File: src/rtl/riscv_pkg.sv
// Shared RV32I load/store definitions: funct3 codes, LSU state encoding and
// the byte-address to word-index helper used by the load/store unit.
package riscv_pkg;

    localparam logic [2:0] F3_LB  = 3'b000;
    localparam logic [2:0] F3_LH  = 3'b001;
    localparam logic [2:0] F3_LW  = 3'b010;
    localparam logic [2:0] F3_LBU = 3'b100;
    localparam logic [2:0] F3_LHU = 3'b101;
    localparam logic [2:0] F3_SB  = 3'b000;
    localparam logic [2:0] F3_SH  = 3'b001;
    localparam logic [2:0] F3_SW  = 3'b010;

    typedef enum logic [2:0] {
        ST_IDLE = 3'd0,
        ST_RD   = 3'd1,
        ST_CAP  = 3'd2,
        ST_WR   = 3'd3,
        ST_RESP = 3'd4
    } lsu_state_t;

    // Word index of a byte address, wrapped to the memory depth (idx_bits wide).
    function automatic logic [31:0] mem_word_idx(input logic [31:0] addr,
                                                 input int unsigned idx_bits);
        logic [31:0] mask_v;
        mask_v = (32'd1 << idx_bits) - 32'd1;
        return {2'b00, addr[31:2]} & mask_v;
    endfunction

endpackage

File: src/rtl/lsu_load_align.sv
// Combinational load aligner: picks the byte/half addressed by off out of the
// memory word and sign- or zero-extends it according to funct3.
module lsu_load_align
    import riscv_pkg::*;
(
    input  logic [2:0]  funct3,
    input  logic [1:0]  off,
    input  logic [31:0] word,
    output logic [31:0] data
);

    logic [7:0]  byte_s;
    logic [15:0] half_s;

    // Byte lane and half lane selection
    always_comb begin
        byte_s = word[7:0];
        case (off)
            2'd0:    byte_s = word[7:0];
            2'd1:    byte_s = word[15:8];
            2'd2:    byte_s = word[23:16];
            2'd3:    byte_s = word[31:24];
            default: byte_s = word[7:0];
        endcase
        if (off[1]) begin
            half_s = word[31:16];
        end else begin
            half_s = word[15:0];
        end
    end

    // Extension by load type; unknown codes yield zero
    always_comb begin
        data = 32'd0;
        case (funct3)
            F3_LB:   data = {{24{byte_s[7]}}, byte_s};
            F3_LH:   data = {{16{half_s[15]}}, half_s};
            F3_LW:   data = word;
            F3_LBU:  data = {24'd0, byte_s};
            F3_LHU:  data = {16'd0, half_s};
            default: data = 32'd0;
        endcase
    end

endmodule

File: src/rtl/load_store_unit.sv
// Memory-stage load/store unit with read-modify-write sub-word stores.
// Build option: define LSU_MISALIGN_TRAP_EN to trap misaligned accesses instead of aligning them down.
module load_store_unit
    import riscv_pkg::*;
#(
    parameter int MEM_WORDS = 256
) (
    input  logic        clk,
    input  logic        rst_n,
    input  logic        req_valid,
    output logic        req_ready,
    input  logic        req_we,
    input  logic [2:0]  req_funct3,
    input  logic [31:0] req_addr,
    input  logic [31:0] req_wdata,
    input  logic [4:0]  req_rd,
    output logic        resp_valid,
    input  logic        resp_ready,
    output logic [31:0] resp_data,
    output logic [4:0]  resp_rd,
    output logic        resp_err,
    output logic [31:0] mem_addr,
    output logic [31:0] mem_wr_data,
    output logic        mem_write,
    output logic        mem_read,
    input  logic [31:0] mem_rd_data
);

    localparam int unsigned IDX_BITS = (MEM_WORDS > 1) ? $clog2(MEM_WORDS) : 1;

    lsu_state_t  state_r;
    lsu_state_t  state_next_s;

    logic        we_r;
    logic [2:0]  funct3_r;
    logic [1:0]  off_r;
    logic [15:0] wdata_r;
    logic [4:0]  resp_rd_r;
    logic [31:0] resp_data_r;
    logic        resp_err_r;
    logic [31:0] mem_addr_r;
    logic [31:0] mem_wr_data_r;

    logic        illegal_s;
    logic        err_s;
    logic        is_half_s;
    logic        is_word_s;
    logic [1:0]  off_s;
    logic [31:0] merge_s;
    logic [31:0] load_data_s;

    // Request decode: legality, access size and effective byte offset
    always_comb begin
        is_word_s = (req_funct3 == F3_LW);
        is_half_s = (req_funct3 == F3_LH) || (req_funct3 == F3_LHU);
        if (req_we) begin
            illegal_s = (req_funct3 >= 3'd3);
        end else begin
            illegal_s = (req_funct3 == 3'd3) || (req_funct3 == 3'd6) || (req_funct3 == 3'd7);
        end
        // Offending low bits are dropped so an untrapped access aligns down
        if (is_word_s) begin
            off_s = 2'b00;
        end else if (is_half_s) begin
            off_s = {req_addr[1], 1'b0};
        end else begin
            off_s = req_addr[1:0];
        end
`ifdef LSU_MISALIGN_TRAP_EN
        err_s = illegal_s
              || (is_half_s && req_addr[0])
              || (is_word_s && (req_addr[1:0] != 2'b00));
`else
        err_s = illegal_s;
`endif
    end

    // Next-state logic
    always_comb begin
        state_next_s = state_r;
        case (state_r)
            ST_IDLE: begin
                if (!req_valid) begin
                    state_next_s = ST_IDLE;
                end else if (err_s) begin
                    state_next_s = ST_RESP;
                end else if (req_we && (req_funct3 == F3_SW)) begin
                    state_next_s = ST_WR;
                end else begin
                    state_next_s = ST_RD;
                end
            end
            ST_RD:   state_next_s = ST_CAP;
            ST_CAP: begin
                if (we_r) begin
                    state_next_s = ST_WR;
                end else begin
                    state_next_s = ST_RESP;
                end
            end
            ST_WR:   state_next_s = ST_RESP;
            ST_RESP: begin
                if (resp_ready) begin
                    state_next_s = ST_IDLE;
                end else begin
                    state_next_s = ST_RESP;
                end
            end
            default: state_next_s = ST_IDLE;
        endcase
    end

    // State register
    always_ff @(posedge clk or negedge rst_n) begin
        if (!rst_n) begin
            state_r <= ST_IDLE;
        end else begin
            state_r <= state_next_s;
        end
    end

    // Store merge: new byte/half spliced into the word just read
    always_comb begin
        merge_s = mem_rd_data;
        if (funct3_r == F3_SB) begin
            case (off_r)
                2'd0:    merge_s[7:0]   = wdata_r[7:0];
                2'd1:    merge_s[15:8]  = wdata_r[7:0];
                2'd2:    merge_s[23:16] = wdata_r[7:0];
                2'd3:    merge_s[31:24] = wdata_r[7:0];
                default: merge_s = mem_rd_data;
            endcase
        end else if (funct3_r == F3_SH) begin
            if (off_r[1]) begin
                merge_s[31:16] = wdata_r;
            end else begin
                merge_s[15:0] = wdata_r;
            end
        end else begin
            merge_s = mem_rd_data;
        end
    end

    lsu_load_align u_load_align (
        .funct3 (funct3_r),
        .off    (off_r),
        .word   (mem_rd_data),
        .data   (load_data_s)
    );

    // Request capture, memory address/data and response registers
    always_ff @(posedge clk or negedge rst_n) begin
        if (!rst_n) begin
            we_r          <= 1'b0;
            funct3_r      <= 3'd0;
            off_r         <= 2'd0;
            wdata_r       <= 16'd0;
            resp_rd_r     <= 5'd0;
            resp_data_r   <= 32'd0;
            resp_err_r    <= 1'b0;
            mem_addr_r    <= 32'd0;
            mem_wr_data_r <= 32'd0;
        end else begin
            case (state_r)
                ST_IDLE: begin
                    if (req_valid) begin
                        we_r        <= req_we;
                        funct3_r    <= req_funct3;
                        off_r       <= off_s;
                        wdata_r     <= req_wdata[15:0];
                        resp_rd_r   <= req_rd;
                        resp_data_r <= 32'd0;
                        resp_err_r  <= err_s;
                        if (err_s) begin
                            mem_addr_r    <= 32'd0;
                            mem_wr_data_r <= 32'd0;
                        end else begin
                            mem_addr_r    <= mem_word_idx(req_addr, IDX_BITS);
                            mem_wr_data_r <= (req_we && (req_funct3 == F3_SW)) ? req_wdata : 32'd0;
                        end
                    end else begin
                        mem_addr_r <= 32'd0;
                    end
                end
                ST_CAP: begin
                    if (we_r) begin
                        mem_wr_data_r <= merge_s;
                    end else begin
                        resp_data_r   <= load_data_s;
                        mem_addr_r    <= 32'd0;
                    end
                end
                ST_WR: begin
                    mem_addr_r    <= 32'd0;
                    mem_wr_data_r <= 32'd0;
                end
                default: begin
                    mem_addr_r <= mem_addr_r;
                end
            endcase
        end
    end

    assign req_ready   = (state_r == ST_IDLE);
    assign resp_valid  = (state_r == ST_RESP);
    assign mem_read    = (state_r == ST_RD);
    assign mem_write   = (state_r == ST_WR);
    assign resp_data   = resp_data_r;
    assign resp_rd     = resp_rd_r;
    assign resp_err    = resp_err_r;
    assign mem_addr    = mem_addr_r;
    assign mem_wr_data = mem_wr_data_r;

endmodule
File: config.mk
export PLATFORM = sky130hd
export DESIGN_NAME = load_store_unit
export DESIGN_NICKNAME = d
export VERILOG_FILES = /design/src/rtl/riscv_pkg.sv /design/src/rtl/lsu_load_align.sv /design/src/rtl/load_store_unit.sv
export SDC_FILE = /design/constraint.sdc
export NUM_CORES = 1
export LEC_CHECK = 0
export BUFFER_PORTS_ARGS = -buffer_cell sky130_fd_sc_hd__buf_2
export CAP_MARGIN = 20
export CORE_MARGIN = 3
export CORE_UTILIZATION = 40
export CTS_CLUSTER_SIZE = 40
export DETAILED_ROUTE_END_ITERATION = 10
export HOLD_SLACK_MARGIN = 0.05
export PLACE_DENSITY = 0.63
export SKIP_CTS_REPAIR_TIMING = 1
export SLEW_MARGIN = 30
export SYNTH_ARGS = -nofsm -noshare
export SYNTH_HDL_FRONTEND = slang
export SYNTH_HIERARCHICAL = 1
export SYNTH_SLANG_ARGS = --single-unit
export TNS_END_PERCENT = 50
File: constraint.sdc
create_clock -name clk -period 5.2 [get_ports clk]
set_clock_uncertainty 0.15 [all_clocks]
set_input_delay 0.78 -clock clk [delete_from_list [all_inputs] [get_ports clk]]
set_output_delay 0.78 -clock clk [all_outputs]
set_load 0.005 [all_outputs]
Yosys cells after proc, flatten, opt, wreduce, memory -nomap -nowiden
Index checks and enable logic that the tools add are counted.
{ "word_totals": {"reg_bits": 127, "inputBits": 109, "output_inout_bits": 106, "elab_cells": 76} }
{ "classes": {"magnitude_cmp": 1, "eq_ne": 20, "mux": 32, "reduce_logical": 13} }
{ "op_table": {"columns": ["cell", "count"], "rows": [
  ["32-bit 2-to-1 mux", 10],
  ["32-bit case mux with 3 select lines", 2],
  ["32-bit case mux with 5 select lines", 1],
  ["32-bit case mux with 2 select lines", 1],
  ["16-bit 2-to-1 mux", 3],
  ["8-bit 2-to-1 mux", 5],
  ["8-bit case mux with 4 select lines", 1],
  ["3-bit == test, second input constant", 6],
  ["3-bit by 2-bit == test with 1-bit output, second input constant", 5],
  ["3-bit case mux with 5 select lines", 1],
  ["3-bit 2-to-1 mux", 4],
  ["3-bit by 1-bit == test with 1-bit output, second input constant", 3],
  ["3-bit zero test", 2],
  ["2-bit != test, second input constant", 3],
  ["3-bit AND reduction", 2],
  ["2-bit == test, second input constant", 2],
  ["2-bit 2-to-1 mux", 2],
  ["2-bit AND reduction", 2],
  ["3-bit by 2-bit >= comparator with 1-bit output, second input constant", 1],
  ["1-bit logical OR", 3],
  ["3-bit nonzero test", 1],
  ["2-bit by 1-bit == test with 1-bit output, second input constant", 1],
  ["2-bit zero test", 1],
  ["1-bit 2-to-1 mux", 2],
  ["other kinds (2)", 2]
]} }

Longest topological paths before layout
Gate-level depths: netlist of run 1.
{ "depth": {"depth_word": 7, "mapped_depth": 7, "mapped_depth_nobuf": 4} }

By module
The synthesis of run 1 kept the hierarchy.
{ "by_module_without_submodules": {"columns": ["mod", "n_inst", "cells_per_inst", "area_per_inst_um2", "seq_area_each_um2"], "rows": [
  ["load_store_unit", 1, 504, 5192.5, 2577.5],
  ["lsu_load_align", 1, 123, 935.9, 0.0]
]} }

Worst setup path after synthesis of run 1
No wires, ideal clock.
{ "synth_timing": {"path_kind": "input to register", "start": "input port mem_rd_data[15]", "end": "register resp_data_r[16] (netlist: resp_data[16])", "setup_ns": 0.121, "arrival_time_ns": 1.764, "t_required_ns": 4.929, "slack_ns": 3.165, "stages": 5, "n_path_buf": 1, "path_cell_list": "mux2_4 -> a21boi_2 -> buf_6 -> a211oi_1 -> a22o_1"} }
{ "synth_between": {"elab_chain_len": 4, "elab_cells_between_ends": 5, "cone_classes": "5 x mux"} }
{ "synth_rtl": {"columns": ["item", "line", "source"], "rows": [
  ["start, declared", "load_store_unit.sv:26", "input logic [31:0] mem_rd_data"],
  ["8-bit case mux with 4 select lines or 16-bit 2-to-1 mux (tied branches)", "lsu_load_align.sv:18, lsu_load_align.sv:25", null],
  ["32-bit case mux with 5 select lines *", "lsu_load_align.sv:35", "case (funct3)"],
  ["net load_data_s[16]", "load_store_unit.sv:50", "logic [31:0] load_data_s;"],
  ["32-bit 2-to-1 mux *", "load_store_unit.sv:186", "if (we_r) begin"],
  ["32-bit case mux with 2 select lines *", "load_store_unit.sv:164", "case (state_r)"],
  ["end signal, assigned", "load_store_unit.sv:189", "resp_data_r <= load_data_s;"],
  ["end, declared", "load_store_unit.sv:39", "logic [31:0] resp_data_r;"]
]} }
The timed path passes the listed nets; every way through them passes the cells marked *. The select of a mux whose other input is x is not followed.
A chain may end at the register's enable or synchronous reset.

Worst setup path after layout of run 1
{ "layout_timing": {"start": "register off_r[1]", "end": "register resp_data_r[27] (netlist: resp_data[27])"} }
{ "layout_between": {"elab_chain_len": 5, "elab_cells_between_ends": 9, "cone_classes": "3 x eq/ne; 5 x mux; 1 x reduce/logical"} }
{ "layout_rtl": {"columns": ["item", "line", "source"], "rows": [
  ["start, declared", "load_store_unit.sv:36", "logic [1:0] off_r;"],
  ["start signal, assigned", "load_store_unit.sv:169", "off_r <= off_s;"],
  ["2-bit == test, or another cell as far along", "lsu_load_align.sv:18", "case (off)"],
  ["8-bit case mux with 4 select lines", "lsu_load_align.sv:18", null],
  ["32-bit case mux with 5 select lines *", "lsu_load_align.sv:35", null],
  ["net load_data_s[27]", "load_store_unit.sv:50", null],
  ["32-bit 2-to-1 mux *", "load_store_unit.sv:186", null],
  ["32-bit case mux with 2 select lines *", "load_store_unit.sv:164", null]
]} }
Marks and branches as above.

==> results of run 1 <==
## cell usage after synthesis, types with 2 or more instances
library cell / n
a211oi_1: 16
mux2_4: 2
a21oi_1: 29
a221oi_1: 6
nand2b_1: 4
nor2_1: 22
nor4b_2: 2
clkbuf_1: 17
a32oi_1: 2
dfrtp_1: 103
a22o_1: 40
nand2_1: 77
o21ai_0: 31
mux2_2: 9
buf_1: 3
buf_6: 9
and2_1: 2
o22ai_1: 7
o21ai_1: 36
nor3_1: 31
buf_2: 23
buf_4: 28
o32a_1: 15
or2_1: 2
and3_1: 2
inv_1: 2
a22oi_1: 17
nor3b_1: 3
a22oi_2: 30
and3b_1: 2
o31ai_1: 2
mux2i_1: 24
nor2b_1: 4
## cells by family (layout without fill, tap and decap cells)
family | Yosys count | in the layout | share of synthesized area
AND/OR/NAND/NOR | 161 | 161 | 0.128
multiplexers | 35 | 35 | 0.0606
buffers and inverters | 85 | 196 | 0.0878
flip-flops | 103 | 103 | 0.421
other | 1 | 24 | 0.000612
AO/OA/AOI/OAI | 242 | 242 | 0.303
## cell type report
cell class,instances,area (um^2),area share
multi-input combinational,462,3120,0.435
sequential,103,2580,0.359
timing repair buffer,177,911,0.127
clock buffer,10,239,0.0333
tap,184,230,0.0321
clock inverter,6,83.8,0.0117
inverter,3,11.3,0.00157
## registers in the layout (all words and copies together), names as in the netlist
register / flops
mem_wr_data: 32
resp_data: 32
wdata_r: 16
mem_addr: 8
resp_rd: 5
funct3_r: 3
state_r: 3
off_r: 2
resp_err: 1
we_r: 1
## per-layer routing
metal,share of wire,vias up
met5,0.00088,-
met4,0.030,2
met3,0.072,37
met2,0.46,280
met1,0.44,2653
li1,-,2564
## worst min-delay path by stage
stage          cells past startpoint                endpoint              startpoint
6_report                           2  resp_rd[3]$_DFFE_PN0P_  resp_rd[3]$_DFFE_PN0P_
5_1_grt                            2  resp_rd[2]$_DFFE_PN0P_  resp_rd[2]$_DFFE_PN0P_
4_1_cts                            2  resp_rd[3]$_DFFE_PN0P_  resp_rd[3]$_DFFE_PN0P_
3_5_place_dp                       2  resp_rd[3]$_DFFE_PN0P_  resp_rd[3]$_DFFE_PN0P_
3_3_place_gp                       2  resp_rd[2]$_DFFE_PN0P_  resp_rd[2]$_DFFE_PN0P_
2_1_floorplan                      2  resp_rd[0]$_DFFE_PN0P_  resp_rd[0]$_DFFE_PN0P_
## through the flow
| stage | cell area (um^2) | setup slack (ps) | cells |
|---|---|---|---|
| after detailed placement | 6850 | 2210 | 929 |
| after global routing | 7170 | 2080 | 945 |
| after global placement | 6840 | 2320 | 929 |
| final | 7170 | 2220 | 945 |
| after floorplan | 6210 | 3170 | 650 |
| after CTS | 7170 | 2310 | 945 |
## where the power goes
part	internal, mW	switching (mW)
Clock	0.433	0.299
Combinational	0.930	1.31
Sequential	1.14	0.367
## tightest hold or removal path: stages, from the launching register on
cell,delay [ps]
dfrtp_1,340
nand2_1,50
nand2_1,50
==> summary.txt, run 1 <==
Worst setup path
  – Crit-path max FO: 25
  – CP Launch Point: off_r[1]$_DFFE_PN0P_
  – Crit path buffers/inverters: 1
  – FF-to-FF setup slack: 2220 ps
  – End of the critical path: resp_data[27]$_DFFE_PN0P_
  – Reg2reg end: resp_data[27]$_DFFE_PN0P_
  – Critical path's slowest cell: dfrtp_1
  – Crit path depth: 5
  – Worst endpoint required time: 5280 ps
  – Cell family with most CP delay: compound AO/OA/AOI/OAI gates
  – Worst setup EP type: flip-flop
  – Critical path type: reg -> reg
  – Startpoint Class: flip-flop
  – R2R cell count: 5
  – CP cell instances: buf_4, mux2_4, a21boi_2, a211oi_1, a22o_1
  – Crit path arrival time: 3060 ps
  – Delay of the slowest critical-path stage: 860 ps
  – Reg-to-reg startpoint: off_r[1]$_DFFE_PN0P_

Global routing
  – Initial antenna violation count: 1
  – Largest net degree at the start of global routing: 60
  – M1 GR Usage: 0.320
  – Met2 usage: 0.346
  – Global route hottest layer: met2
  – Remaining global-route overflow: 0
  – Vias in the first global route: 5,329
  – GR met3 Demand/Resource: 0.0418
  – GRT Resource Usage Total: 0.227
  – First-pass GRT wire length: 29,600 um

Yosys
  – Dominant cells by area after synthesis: dfrtp_1 42%, a22oi_2 6.1%, a22o_1 5.7%
  – Seq/Total Area, Yosys: 0.421
  – Async set or reset register ratio after synthesis: 1.00
  – Yosys top cell area share: 0.421
  – Number of synthesized flops with an enable pin: 0
  – Post-synth cell types: 58
  – Synthesized area per cell: 9.77 um^2
  – Most common flop cell mapped by yosys: dfrtp_1
  – Synth area leader: dfrtp_1
  – Yosys synthesis warning count: 6
  – Flops & latches, synth: 103
  – Post-Syn Area: 6130 um^2
  – Number of cells produced by synthesis: 627

Floorplanning
  – Die height: 130 um
  – Core region area: 14,800 um^2
  – Die extent in x: 130 um
  – Initial core utilization: 0.415
  – Ports: 215
  – Row count: 44
  – Overall die area: 16,800 um^2

Clock tree
  – Worst-Skew Late Latency: 350 ps
  – Deepest clock path buffer count: 2
  – CTS tree: yes
  – Total CTS buffers: 9
  – CTS Root Cell: clkbuf_16
  – # clock sinks: 103
  – H-tree depth: 3
  – Clk slew on worst S/H paths: 70 ps

Timing
  – Max Slew Vio Count: 0
  – Sum Neg Setup Slack: 0 ps
  – FMAX: 0.336 GHz
  – # setup viols final: 0
  – Rel. slew slack: 0.361
  – Crit path time final: 2980 ps
  – RSZ-0062 raised after global routing: false
  – Hold slack: 322 ps
  – Period utilisation layout: 0.573
  – Worst slew pin tran: 959 ps
  – Final Hold Fails: 0

Routing
  – Antenna viol nets, final: 0
  – Drt first pass iters: 5
  – DRC: 0
  – DR vias/cell: 5.86
  – DRT iter0 DRCs: 373
  – Mean routed wirelength per cell: 20.5 um
  – Vias: 5,536
  – Final WL: 19,400 um

Place
  – IO buf count: 168
  – Post-DP HPWL: 14,000 um
  – GPL Wtd Cong: 0.885

Cells and area
  – Fin nets: 865
  – # fillers: 1,378
  – Most frequent cells in the layout: 167 x buf_2, 103 x dfrtp_1, 76 x nand2_1
  – Share of layout cells above drive strength 1: 0.329
  – Diode count: 0
  – Commonest non-fill, non-tap cell in the layout: buf_2
  – Post-layout util: 0.486
  – Layout overhead on the synthesized area: 17.1%

Run status
  – Status: finished clean

Pwr
  – Pwr Density: 624 nW/um^2
  – Worst VDD drop: 0.396 mV
  – LEAKAGE: 3.45 nW
  – Tot Pwr: 4.48 mW

Run
  – Max_cap viols: 0

Worst hold path
  – HP Class: reg -> reg
Power figures use the tool's default switching activity.
==> run 2, diff against run 1 <==
Clock period 5.2 ns to 2.9 ns, I/O delays scaled along.
==> run 2 against run 1 <==
  * Global-route usage up 0.93 points
  * Total power up 80%
  * Clock power up 67%
  * Register-to-register slack worse by 1600 ps
  * Non-clock buffer count up 10
  * First-iteration DRC count up 32%
  * Critical endpoint is now mem_wr_data[21]$_DFFE_PN0P_
  * Highest routed layer is now met4
==> summary.txt, run 2 (synthesized netlist as in run 1, its figures left out) <==
Routing
  – Antenna viol nets, final: 0 (unchanged)
  – Vias: 5,582 (was 5,536)
  – DRT iter0 DRCs: 492 (was 373)
  – Final WL: 20,100 um (was 19,400 um)
  – Drt first pass iters: 6 (was 5)
  – DR vias/cell: 5.85 (was 5.86)
  – DRC: 0 (unchanged)
  – Mean routed wirelength per cell: 21.1 um (was 20.5 um)

Worst setup path
  – Crit path buffers/inverters: 1 (unchanged)
  – Critical path's slowest cell: dfrtp_1 (unchanged)
  – FF-to-FF setup slack: 620 ps (was 2220 ps)
  – Delay of the slowest critical-path stage: 530 ps (was 860 ps)
  – Critical path type: reg -> reg (unchanged)
  – Crit-path max FO: 33 (was 25)
  – Worst setup EP type: flip-flop (unchanged)
  – Reg-to-reg startpoint: state_r[2]$_DFF_PN0_ (was off_r[1]$_DFFE_PN0P_)
  – Cell family with most CP delay: simple AND/OR/NAND/NOR gates (was compound AO/OA/AOI/OAI gates)
  – Startpoint Class: flip-flop (unchanged)
  – CP cell instances: nor4b_4, and3_2, buf_4, a22oi_2, o21ai_1 (was buf_4, mux2_4, a21boi_2, a211oi_1, a22o_1)
  – Worst endpoint required time: 3030 ps (was 5280 ps)
  – R2R cell count: 5 (unchanged)
  – Reg2reg end: mem_wr_data[21]$_DFFE_PN0P_ (was resp_data[27]$_DFFE_PN0P_)
  – CP Launch Point: state_r[2]$_DFF_PN0_ (was off_r[1]$_DFFE_PN0P_)
  – Crit path arrival time: 2410 ps (was 3060 ps)

Timing
  – Max Slew Vio Count: 0 (unchanged)
  – Final WS setup: 616 ps (was 2220 ps)
  – Crit path time final: 2280 ps (was 2980 ps)
  – Final Hold Fails: 0 (unchanged)
  – RSZ-0062 raised after global routing: false (unchanged)
  – Period utilisation layout: 0.788 (was 0.573)
  – # setup viols final: 0 (unchanged)
  – Rel. slew slack: 0.511 (was 0.361)
  – Worst slew pin tran: 731 ps (was 959 ps)
  – Sum Neg Setup Slack: 0 ps (unchanged)
  – FMAX: 0.438 GHz (was 0.336 GHz)

Clock tree
  – Deepest clock path buffer count: 2 (unchanged)
  – Worst-Skew Late Latency: 350 ps (about the same)
  – Total CTS buffers: 9 (unchanged)
  – H-tree depth: 3 (unchanged)
  – Clk slew on worst S/H paths: 70 ps (about the same)
  – CTS tree: yes (unchanged)
  – # clock sinks: 103 (unchanged)
  – CTS Root Cell: clkbuf_16 (unchanged)

Global routing
  – M1 GR Usage: 0.337 (was 0.320)
  – GR met3 Demand/Resource: 0.0430 (was 0.0418)
  – First-pass GRT wire length: 30,800 um (was 29,600 um)
  – Initial antenna violation count: 0 (was 1)
  – Vias in the first global route: 5,415 (was 5,329)
  – GRT Resource Usage Total: 0.237 (was 0.227)
  – Met2 usage: 0.360 (was 0.346)
  – Largest net degree at the start of global routing: 67 (was 60)
  – Global route hottest layer: met2 (unchanged)
  – Remaining global-route overflow: 0 (unchanged)

Floorplanning
  – Ports: 215 (unchanged)
  – Core region area: 14,800 um^2 (unchanged)
  – Die height: 130 um (unchanged)
  – Row count: 44 (unchanged)
  – Die extent in x: 130 um (unchanged)
  – Initial core utilization: 0.415 (unchanged)
  – Overall die area: 16,800 um^2 (unchanged)

Worst hold path
  – Hold Path End: resp_rd[3]$_DFFE_PN0P_ (unchanged)
  – HP Class: in -> reg (was reg -> reg)
  – Worst Hold Launch: req_rd[3] (was resp_rd[3]$_DFFE_PN0P_)
  – Hold depth: 3 (was 2)

Cells and area
  – Layout overhead on the synthesized area: 18.2% (was 17.1%)
  – Most frequent cells in the layout: 167 x buf_2, 103 x dfrtp_1, 77 x nand2_1 (was 167 x buf_2, 103 x dfrtp_1, 76 x nand2_1)
  – Diode count: 0 (unchanged)
  – Fin nets: 875 (was 865)
  – Commonest non-fill, non-tap cell in the layout: buf_2 (unchanged)
  – Share of layout cells above drive strength 1: 0.335 (was 0.329)
  – Post-route insts no fill: 955 (was 945)

Run status
  – Status: finished clean (unchanged)

Place
  – Placed cell count: 938 (was 929)
  – Post-DP HPWL: 14,900 um (was 14,000 um)
  – IO buf count: 168 (unchanged)
  – DP Worst Slack: 632 ps (was 2210 ps)
  – GPL Wtd Cong: 0.933 (was 0.885)

Pwr
  – Pwr Density: 1110 nW/um^2 (was 624 nW/um^2)
  – Worst VDD drop: 0.628 mV (was 0.396 mV)
  – LEAKAGE: 3.49 nW (was 3.45 nW)

Run
  – Max_cap viols: 0 (unchanged)
## run 2: changes by cell type in the layout (fill, tap and decap cells not counted), moves of 2 or more
cell / before / now
clkinv_2: 3 / 0
bufinv_16: 2 / 0
buf_4: 10 / 18
clkbuf_8: 1 / 3
## run 2: metrics by stage
step           hold WS [ps]  power, mW   util  instance area, um^2
4_1_cts               -93.8       8.09  0.490                 7230
3_5_place_dp            296       6.83  0.470                 6930
5_1_grt                 122       8.65  0.491                 7240
6_report                115       8.06  0.491                 7240
3_3_place_gp            280       6.75  0.469                 6920
2_1_floorplan         -10.6       5.51      -                 6210
## run 2: routing by layer
| layer | wire, um | part of all wire | up-vias |
|---|---|---|---|
| met2 | 9100 | 0.45 | 251 |
| met1 | 9080 | 0.45 | 2731 |
| met5 | 0 | 0 | - |
| met3 | 1360 | 0.067 | 34 |
| li1 | - | - | 2566 |
| met4 | 613 | 0.030 | 0 |
## run 2: worst max-delay path by stage
stage | to | slack, ps | depth (start not counted)
after floorplan | resp_data[20]$_DFFE_PN0P_ | 1120 | 5
after global placement | mem_wr_data[15]$_DFFE_PN0P_ | 650 | 4
after detailed placement | mem_wr_data[24]$_DFFE_PN0P_ | 630 | 5
after CTS | mem_wr_data[21]$_DFFE_PN0P_ | 590 | 5
after global routing | mem_wr_data[14]$_DFFE_PN0P_ | 440 | 5
final | mem_wr_data[21]$_DFFE_PN0P_ | 620 | 5
## run 2: area by class of cell
cell class,instances,area (um^2)
flip-flops and latches,103,2580
fillers,1404,7510
inverters,3,11.3
clock inverters,4,36.3
clock buffers,12,267
repair buffers,187,1000
multi-input cells,462,3120
well taps,184,230
## run 2: worst register-to-register path, stage by stage, from the launching register on
cell and delay, ps:
dfrtp_1 530, nor4b_4 520, and3_2 260, buf_4 440
a22oi_2 210, o21ai_1 100
## run 2: where the power goes
part / internal, mW / switching [mW] / leakage (nW) / total, mW
clock network: 0.664 / 0.560 / 0.147 / 1.22
logic: 1.73 / 2.41 / 1.97 / 4.14
registers: 2.05 / 0.646 / 1.37 / 2.70
